==> src/rtl/pc_unit.sv <==
// Program counter with prioritised redirect/trap/call/return handling.
// Optional circular return-address stack enabled by defining PC_UNIT_RAS_EN.
module pc_unit #(
    parameter int              XLEN         = 32,
    parameter logic [XLEN-1:0] RESET_VECTOR = '0,
    parameter logic [XLEN-1:0] TRAP_VECTOR  = 'h100,
    parameter int              RAS_DEPTH    = 4
) (
    input  logic            clk,
    input  logic            rst,
    input  logic            stall,
    input  logic            trap,
    input  logic            redirect_valid,
    input  logic [XLEN-1:0] redirect_target,
    input  logic            call,
    input  logic [XLEN-1:0] call_target,
    input  logic            ret,
    output logic [XLEN-1:0] pc,
    output logic [XLEN-1:0] pc_plus4,
    output logic [XLEN-1:0] ras_top,
    output logic            ras_empty,
    output logic            ras_full,
    output logic            misaligned,
    output logic            ras_underflow
);

    localparam logic [XLEN-1:0] PC_STEP = XLEN'(4);

    logic [XLEN-1:0] pc_reg, pc_next;
    logic            misaligned_reg, misaligned_next;
    logic            underflow_reg, underflow_next;
    logic            ras_has_entry;
    logic            ras_push, ras_pop, ras_flush;

    assign pc            = pc_reg;
    assign pc_plus4      = pc_reg + PC_STEP;
    assign misaligned    = misaligned_reg;
    assign ras_underflow = underflow_reg;

    always_comb begin
        pc_next         = pc_reg;
        misaligned_next = 1'b0;
        underflow_next  = 1'b0;
        ras_push        = 1'b0;
        ras_pop         = 1'b0;
        ras_flush       = 1'b0;
        if (trap) begin
            pc_next   = TRAP_VECTOR;
            ras_flush = 1'b1;
        end else if (stall) begin
            pc_next = pc_reg;
        end else if (redirect_valid) begin
            pc_next         = {redirect_target[XLEN-1:2], 2'b00};
            misaligned_next = |redirect_target[1:0];
        end else if (ret) begin
            // Call is deliberately ignored when it coincides with ret.
            if (ras_has_entry) begin
                pc_next = ras_top;
                ras_pop = 1'b1;
            end else begin
                pc_next        = pc_plus4;
                underflow_next = 1'b1;
            end
        end else if (call) begin
            pc_next         = {call_target[XLEN-1:2], 2'b00};
            misaligned_next = |call_target[1:0];
            ras_push        = 1'b1;
        end else begin
            pc_next = pc_plus4;
        end
    end

    always_ff @(posedge clk or posedge rst) begin
        if (rst) begin
            pc_reg         <= RESET_VECTOR;
            misaligned_reg <= 1'b0;
            underflow_reg  <= 1'b0;
        end else begin
            pc_reg         <= pc_next;
            misaligned_reg <= misaligned_next;
            underflow_reg  <= underflow_next;
        end
    end

`ifdef PC_UNIT_RAS_EN
    localparam int PW = (RAS_DEPTH > 1) ? $clog2(RAS_DEPTH) : 1;
    localparam int CW = $clog2(RAS_DEPTH) + 1;

    // ras_ptr_reg is the slot the next push writes; the top lives one below it.
    logic [XLEN-1:0] ras_mem [RAS_DEPTH];
    logic [PW-1:0]   ras_ptr_reg, ras_ptr_next;
    logic [CW-1:0]   ras_count_reg, ras_count_next;
    logic            ras_empty_reg, ras_full_reg;
    logic [PW-1:0]   ras_top_idx;

    assign ras_top_idx   = ras_ptr_reg - PW'(1);
    assign ras_has_entry = (ras_count_reg != '0);
    assign ras_top       = ras_has_entry ? ras_mem[ras_top_idx] : '0;
    assign ras_empty     = ras_empty_reg;
    assign ras_full      = ras_full_reg;

    always_comb begin
        ras_ptr_next   = ras_ptr_reg;
        ras_count_next = ras_count_reg;
        if (ras_flush) begin
            ras_count_next = '0;
        end else if (ras_pop) begin
            ras_ptr_next   = ras_top_idx;
            ras_count_next = ras_count_reg - CW'(1);
        end else if (ras_push) begin
            // When full, the push lands on the oldest entry and count saturates.
            ras_ptr_next = ras_ptr_reg + PW'(1);
            if (ras_count_reg != CW'(RAS_DEPTH))
                ras_count_next = ras_count_reg + CW'(1);
        end
    end

    always_ff @(posedge clk or posedge rst) begin
        if (rst) begin
            ras_ptr_reg   <= '0;
            ras_count_reg <= '0;
            ras_empty_reg <= 1'b1;
            ras_full_reg  <= 1'b0;
        end else begin
            ras_ptr_reg   <= ras_ptr_next;
            ras_count_reg <= ras_count_next;
            ras_empty_reg <= (ras_count_next == '0);
            ras_full_reg  <= (ras_count_next == CW'(RAS_DEPTH));
        end
    end

    always_ff @(posedge clk) begin
        if (ras_push && !ras_flush && !ras_pop)
            ras_mem[ras_ptr_reg] <= pc_plus4;
    end
`else
    logic unused_ras;
    assign unused_ras    = ^{ras_push, ras_pop, ras_flush};
    assign ras_has_entry = 1'b0;
    assign ras_top       = '0;
    assign ras_empty     = 1'b1;
    assign ras_full      = 1'b0;
`endif

endmodule

==> config.mk <==
export PLATFORM = sky130hd
export DESIGN_NAME = pc_unit
export DESIGN_NICKNAME = d
export VERILOG_FILES = /design/src/rtl/pc_unit.sv
export SDC_FILE = /design/constraint.sdc
export NUM_CORES = 1
export LEC_CHECK = 0
export BUFFER_PORTS_ARGS = -buffer_cell sky130_fd_sc_hd__clkbuf_2
export CAP_MARGIN = 20
export CORE_MARGIN = 8
export CORE_UTILIZATION = 42
export CTS_BUF_LIST = sky130_fd_sc_hd__clkbuf_4
export DETAILED_ROUTE_END_ITERATION = 8
export GPL_ROUTABILITY_DRIVEN = 0
export PLACE_DENSITY_LB_ADDON = 0.15
export SYNTH_ARGS = -nofsm -noshare
export SYNTH_HDL_FRONTEND = slang
export SYNTH_SLANG_ARGS = --single-unit
==> constraint.sdc <==
create_clock -name clk -period 2 [get_ports clk]
set_input_delay 0.2 -clock clk [delete_from_list [all_inputs] [get_ports clk]]
set_output_delay 0.2 -clock clk [all_outputs]
set_load 0.02 [all_outputs]
# Word-level counts from Yosys, hierarchy flattened

Index checks and enable logic that the tools add are counted.

Input port bits: 71
Word-level logic and storage cells: 21
Bits in registers: 34
Output and inout bits: 100

Add/subtract/negate cells: 1
Mux-type cells: 14
Equality and inequality tests: 1
Reduce and logical (&&, ||, !) cells: 2

Operator list:

| kind                                                   | number |
|---|---|
| 2-to-1 mux 32 bit                                      | 5 |
| adder 32 x 3 -> 32 bit (second input constant)         | 1 |
| 2-to-1 mux 1 bit                                       | 9 |
| OR reduction 2 bit                                     | 2 |
| inequality test 2 x 1 -> 1 bit (second input constant) | 1 |

# Longest topological paths before layout

Gate-level depths: netlist of the first run.

Depth after elaboration: 6
Depth in mapped cells: 7
Gate-level depth less buffers: 6

# Worst setup path after synthesis of the first run

OpenSTA, ideal clock, no wires.

Path type: register -> output
From: reg pc_reg[17] (netlist: pc[17])
To: out pc_plus4[29]
Path slack: -390 ps
Arrival: 2190 ps
Path buffers: 1
Stages on the path, launching flop included: 7
Required time: 1800 ps
Cell sequence: dfrtp_1 > buf_2 > nand3_2 > or3_4 > or4_4 > nor2_1 > xor2_1

Cells in the longest elaborated chain, start to end: 1

Ends and longest elaborated chain:

| what                     | RTL line | text |
|---|---|---|
| start: declaration       | 29       | `logic [XLEN-1:0] pc_reg, pc_next;` |
| start signal: assignment | 79       | `pc_reg <= pc_next;` |
| adder 32 x 3 -> 32 bit   | 36       | `assign pc_plus4 = pc_reg + PC_STEP;` |
| end: declaration         | 19       | `output logic [XLEN-1:0] pc_plus4,` |

No other way between the ends.

# Worst setup path after layout of the first run

From: reg pc_reg[24] (netlist: pc[24])
To: out pc_plus4[29]

Same word-level chain as after synthesis.

==> qor.yml, run 1 <==
internal-power_uw: 1300
endpoint: "pc_plus4[29]"
yosys.area.top_type: "dfrtp_1"
synth_edf_count: 0
rsz0062_at_grt: "yes"
p_per_area_nw_per_um2: 423
cts_buffers: 5
ys_ff_latch: 32
critPathLaunch: "pc[24]$_DFFE_PP0P_"
clock-sinks: 32
dr.pass1.iters: 7
worst_slack_ps: -339
period_minus_slack_ps: 2340
chipWidth_um: 102
power_switching_uw: 824
yosys.cell_types.count: 57
overflow: 0
finalSetupViolCount: 19
final_cell_mix: "clkbuf_2, buf_4, conb_1, a21oi_1, nand2_1"
grt_pass1_vias: 3915
r2r_end: "pc[15]$_DFFE_PP0P_"
place_hpwl_um: 9240
path_class: "reg2out"
arrival_ps: 2140
rr_worst_depth: 8
power_frac_clock_pct: 23.8
final_layout_size_suffix_gt1_share_pct: 48.9
fin_area_um2: 5010
worst_pin_slew_ps: 562
core_area_um2: 7210
ys_warn_count: 0
largest_register_ffs: 30
ant_nets: 0
gr-usage-all-layers_pct: 24.2
num_io_pins: 171
synth_cells: 412
drc: 0
ir_drop_mv: 0.280
final_common_cell: "clkbuf_2"
area_delta_synth_final_pct: 61.5
dr.first_iter.drc_count: 273
outcome: "finished with violations"
power_frac_seq_pct: 35.1
rows: 31
synth_area_um2: 3100
vias_per_cell: 5.53
fmax_mhz: 428
swShare_pct: 38.8
async_reset_ff_share_pct: 100
reg2reg_slack_ps: 30
portBuffers: 132
grt_max_degree: 48
clk_pin_slew_ps: 110
initial_core_util_pct: 43.0
p_comb_share_pct: 41.1
netlist_top_cells_area: "dfrtp_1, buf_4, a21oi_1"
maxSlewViolCount: 0
fin_skew_ps: 5.51
clock_latency_ps: 350
final_net_count: 685
cp-end-kind: "primary output"
finalHoldViolCount: 0
cp.required_ps: 1800
violations: "negative setup slack"
route.vias.total: 3951
worst-path-max-fanout: 3
synthFlopType: "dfrtp_1"
drt-wirelength-per-cell_um: 18.5
leakagePower_uw: 0.00249
relSlewSlack_pct: 62.0
timing.rr.start: "pc[5]$_DFFE_PP0P_"
yosysSeqAreaShare_pct: 25.8
grt_pass1_wl_um: 19800
clockBufferDepth: 2
placed_cell_area_um2: 4130
cap_violations: 0
hp-class: "in2reg"
fillCellCount: 617
tritoncts: "built"
cts-htree-levels: 2
avgSynthCellArea_um2: 7.53
ctsRootBufferMaster: "clkbuf_4"
antenna_found_initial: 1
p_total_uw: 2120
fp.dieH_um: 102
yosys.area.top_type_share_pct: 25.8
wirelength_um: 13200
crit_path_start_kind: "flip-flop"
tns_ps: -3380
final.period_utilization_pct: 117
fin_hold_ws_ps: 92.5
fp.dieArea_um2: 10400
[kinds of logic (layout without fill, tap and decap cells)]
| family | after synthesis | count (layout) | share of synthesized area [%] |
|---|---|---|---|
| muxes | 5 | 5 | 1.61 |
| DFF | 32 | 32 | 25.8 |
| buffers and inverters | 81 | 247 | 14.6 |
| xor gates and xnor gates | 26 | 26 | 7.34 |
| and+or+nand+nor | 154 | 154 | 26.9 |
| AOI/OAI and AO/OA | 111 | 111 | 23.0 |
| adders and majority gates | 1 | 1 | 0.403 |
| other | 2 | 39 | 0.242 |
[cell type report]
cell class | count | area, um^2 | share of cell area [%]
multi-input combinational | 335 | 2340 | 46.8
timing repair buffer | 225 | 1590 | 31.7
sequential | 32 | 823 | 16.4
tap | 99 | 124 | 2.47
inverter | 14 | 52.6 | 1.05
clock buffer | 5 | 37.5 | 0.749
clock inverter | 3 | 37.5 | 0.749
antenna | 1 | 2.50 | 0.0500
[timing repair]
action                                 in CTS  in global routing
setup buffers                              25                 20
setup endpoints to repair                  24                 26
endpoints found under the hold margin      32                  0
pin swaps                                  27                 30
resized for setup                          82                 47
hold buffers                                1                  0
[worst min path at each step]
| stage | from | end | slack [ps] | cells past startpoint |
|---|---|---|---|---|
| 2_1_floorplan | rst | misaligned$_DFF_PP0_ | 320 | 1 |
| 3_3_place_gp | rst | pc[14]$_DFFE_PP0P_ | 300 | 3 |
| 3_5_place_dp | rst | ras_underflow$_DFF_PP0_ | 300 | 3 |
| 4_1_cts | redirect_target[0] | misaligned$_DFF_PP0_ | 80 | 2 |
| 5_1_grt | redirect_target[0] | misaligned$_DFF_PP0_ | 80 | 2 |
| 6_report | redirect_target[0] | misaligned$_DFF_PP0_ | 90 | 2 |
[per-stage QoR]
step | utilization [%] | setup slack (ps) | cells
2_1_floorplan | - | -50.0 | 448
3_3_place_gp | 57.2 | 47.5 | 663
5_1_grt | 69.4 | -386 | 714
4_1_cts | 66.0 | -341 | 697
3_5_place_dp | 57.2 | 5.55 | 663
6_report | 69.4 | -339 | 714
[power groups by stage]
stage          Combinational [uW]  Sequential (uW)  Clock (uW)
2_1_floorplan                 446              815           0
3_3_place_gp                  752              748           0
3_5_place_dp                  759              751           0
4_1_cts                       824              741         503
5_1_grt                       935              751         536
6_report                      873              744         504
[critical path, cell delays in order, from the launching register on]
cell and delay [ps]:
dfrtp_1 370, inv_1 100, or3_4 420, or4_4 460, nor2_4 160, xor2_4 160, buf_8 120
[synth_stat cells, types with 2 or more instances]
master	count
a311oi_1	2
xnor2_1	18
and2_1	2
or2_2	2
o21ai_0	27
nand4_1	6
a211oi_1	2
buf_2	2
xor2_1	8
a21oi_1	33
nand2b_1	7
inv_1	13
nand3_2	2
nand2_1	32
and4_1	4
nor3_1	11
a221oi_1	4
o211ai_1	10
o2bb2ai_1	7
a22oi_1	2
o31ai_1	2
mux2i_1	5
nor2_1	34
nor2b_1	2
nor4_1	6
conb_1	2
and3_1	8
a31oi_1	4
o21a_1	3
dfrtp_1	32
a2bb2oi_1	4
clkbuf_1	26
or3_1	5
buf_4	39
or4_4	2
nand3_1	23
[metal layers]
layer	routed length, um	track usage (%)	up-vias
met1	5280	29.1	1853
li1	-	-	1809
met2	6260	40.9	261
met3	1340	4.90	28
met4	306	10.2	0
met5	0	0	-
No activity file was read; power rests on OpenSTA's default activity.
==> inputs of run 2 (changes only) <==
- PLACE_DENSITY: unset -> 0.85
- PLACE_DENSITY_LB_ADDON: 0.15 -> unset
==> run 2 against run 1 <==
Against the previous run: the flow still finishes with violations (negative setup slack); global-route usage up 0.33 points; design area shrank 3.3%; clock skew grew 7.2 ps; setup slack better by 2.3 ps; combinational power shrank 2.9%; critical path type unchanged; critical endpoint unchanged; largest cell class unchanged.
==> qor.yml, run 2 (synthesis results as in run 1) <==
outcome: "finished with violations"
violations: "negative setup slack"
ant_nets: 0  # unchanged
cap_violations: 0  # unchanged
finalSetupViolCount: 21  # +2
fp.dieH_um: 102  # unchanged
clock-sinks: 32  # unchanged
tritoncts: "built"
worst_pin_slew_ps: 526  # -36.1 ps
final_common_cell: "clkbuf_2"
clock_latency_ps: 350  # about the same
grt_pass1_wl_um: 20200  # +2.2%
maxSlewViolCount: 0  # unchanged
critPathMaxStageDelay_ps: 580  # +120 ps
route.vias.total: 4009  # +1.5%
num_io_pins: 171  # unchanged
cp_slowest_cell: "or4_4"
final_net_count: 674  # -1.6%
dr.first_iter.drc_count: 345  # +26%
ir_drop_mv: 0.254  # -9.6%
cts-htree-levels: 2  # unchanged
drc: 0  # unchanged
arrival_ps: 2140  # about the same
dr.pass1.iters: 5  # -2
crit_cells: 6  # unchanged
gr-usage-all-layers_pct: 24.5  # +0.33 points
period_minus_slack_ps: 2340  # -2.33 ps
fin_hold_ws_ps: 99.9  # +7.32 ps
placed_cell_area_um2: 4120  # -0.36%
rsz0062_at_grt: "yes"
fillCellCount: 588  # -4.7%
grt_pass1_vias: 4122  # +5.3%
path_delay_family: "simple AND/OR/NAND/NOR gates"
r2r_end: "pc[12]$_DFFE_PP0P_"
fp.dieArea_um2: 10400  # unchanged
multi_input_area_um2: 2310  # -1.5%
grt_util_met1_pct: 29.4  # +0.34 points
fin_area_um2: 4840  # -3.3%
chipWidth_um: 102  # unchanged
fin_skew_ps: 12.7  # +7.20 ps
antenna_found_initial: 0  # -1
finalHoldViolCount: 0  # unchanged
relSlewSlack_pct: 64.5  # +2.4 points
min_path_cells: 2  # unchanged
hp-class: "in2reg"
dpl.cell_count: 661  # -0.30%
place_hpwl_um: 9370  # +1.4%
holdCritStartpoint: "redirect_target[0]"
cp_num_buf_inv: 1  # -1
ctsRootBufferMaster: "clkbuf_4"
cp-end-kind: "primary output"
clk_pin_slew_ps: 110  # about the same
path_cells: "and4_4 > nand4_4 > or4_4 > nor2_4 > xor2_4 > buf_8"
reg2reg_slack_ps: -90  # -120 ps
met3_usage_pct: 5.59  # +0.68 points
cp.required_ps: 1800  # about the same
grt_max_degree: 33  # -31%
largest_register_ffs: 30  # unchanged
worst-path-max-fanout: 3  # unchanged
final_layout_size_suffix_gt1_share_pct: 48.1  # -0.77 points
p_per_area_nw_per_um2: 437  # +3.1%
clockBufferDepth: 2  # unchanged
vias_per_cell: 5.71  # +3.2%
worst_slack_ps: -337  # +2.33 ps
met2_usage_pct: 41.3  # +0.40 points
fin_cells: 702  # -1.7%
initial_core_util_pct: 43.0  # unchanged
final_util_pct: 67.1  # -2.3 points
final_cell_mix: "clkbuf_2, buf_4, conb_1, a21oi_1, nand2_1"
overflow: 0  # unchanged
portBuffers: 132  # unchanged
drt-wirelength-per-cell_um: 19.0  # +3.1%
final.period_utilization_pct: 117  # about the same
rr_worst_depth: 8  # unchanged
whs_endpoint: "misaligned$_DFF_PP0_"
seqCellArea_um2: 823  # unchanged
leakagePower_uw: 0.00241  # -2.9%
cts_buffers: 5  # unchanged
timing.rr.start: "pc[3]$_DFFE_PP0P_"
crit_path_start_kind: "flip-flop"
path_class: "reg2out"
area_delta_synth_final_pct: 56.2
core_area_um2: 7210  # unchanged
rows: 31  # unchanged
fmax_mhz: 428  # about the same
grt_busiest_layer: "met2"
antenna_cells: 0  # -1
wirelength_um: 13400  # +1.4%
==> run 2: final cells by class <==
| type | instances | area share [%] |
|---|---|---|
| timing repair buffer | 214 | 30.1 |
| clock inverter | 2 | 0.723 |
| tap | 99 | 2.56 |
| sequential | 32 | 17.0 |
| inverter | 14 | 1.08 |
| multi-input combinational | 335 | 47.6 |
| clock buffer | 6 | 0.930 |
==> run 2: through the flow <==
stage / setup WS (ps) / TNS, ps / total power, uW
2_1_floorplan: -50.0 / -60.9 / 1260
3_3_place_gp: 37.0 / 0 / 1500
3_5_place_dp: -50.7 / -65.8 / 1510
4_1_cts: -332 / -2570 / 2070
5_1_grt: -413 / -5520 / 2220
6_report: -337 / -3840 / 2120
==> run 2: layer usage <==
layer  up-vias  share of wire (%)
met2       291                 47
met1      1880                 38
met5         -                  0
li1       1780                  -
met4         0                4.5
met3        58                 11
==> run 2: report_power, final <==
group / total [uW] / switching, uW / internal, uW / leakage (uW)
Clock: 521 / 246 / 275 / 0.0000456
Combinational: 848 / 518 / 329 / 0.00197
Sequential: 746 / 53.8 / 692 / 0.000400
Total: 2120 / 818 / 1300 / 0.00241
==> run 2: how the worst max path moves through the flow <==
stage,slack [ps],to,startpoint
2_1_floorplan,-50,pc_plus4[29],pc[17]$_DFFE_PP0P_
3_3_place_gp,40,pc_plus4[23],pc[12]$_DFFE_PP0P_
3_5_place_dp,-50,pc[23]$_DFFE_PP0P_,pc[8]$_DFFE_PP0P_
4_1_cts,-330,pc_plus4[29],pc[23]$_DFFE_PP0P_
5_1_grt,-410,pc_plus4[27],pc[5]$_DFFE_PP0P_
6_report,-340,pc_plus4[29],pc[12]$_DFFE_PP0P_
==> run 2: what timing repair did <==
| item | CTS | global route |
|---|---|---|
| buffers inserted | 22 | 17 |
| hold buffers | 1 | 0 |
| resized for setup | 62 | 46 |
| hold endpoints to repair | 32 | 0 |
| endpoints found under the setup margin | 22 | 27 |
| pin swaps | 12 | 24 |
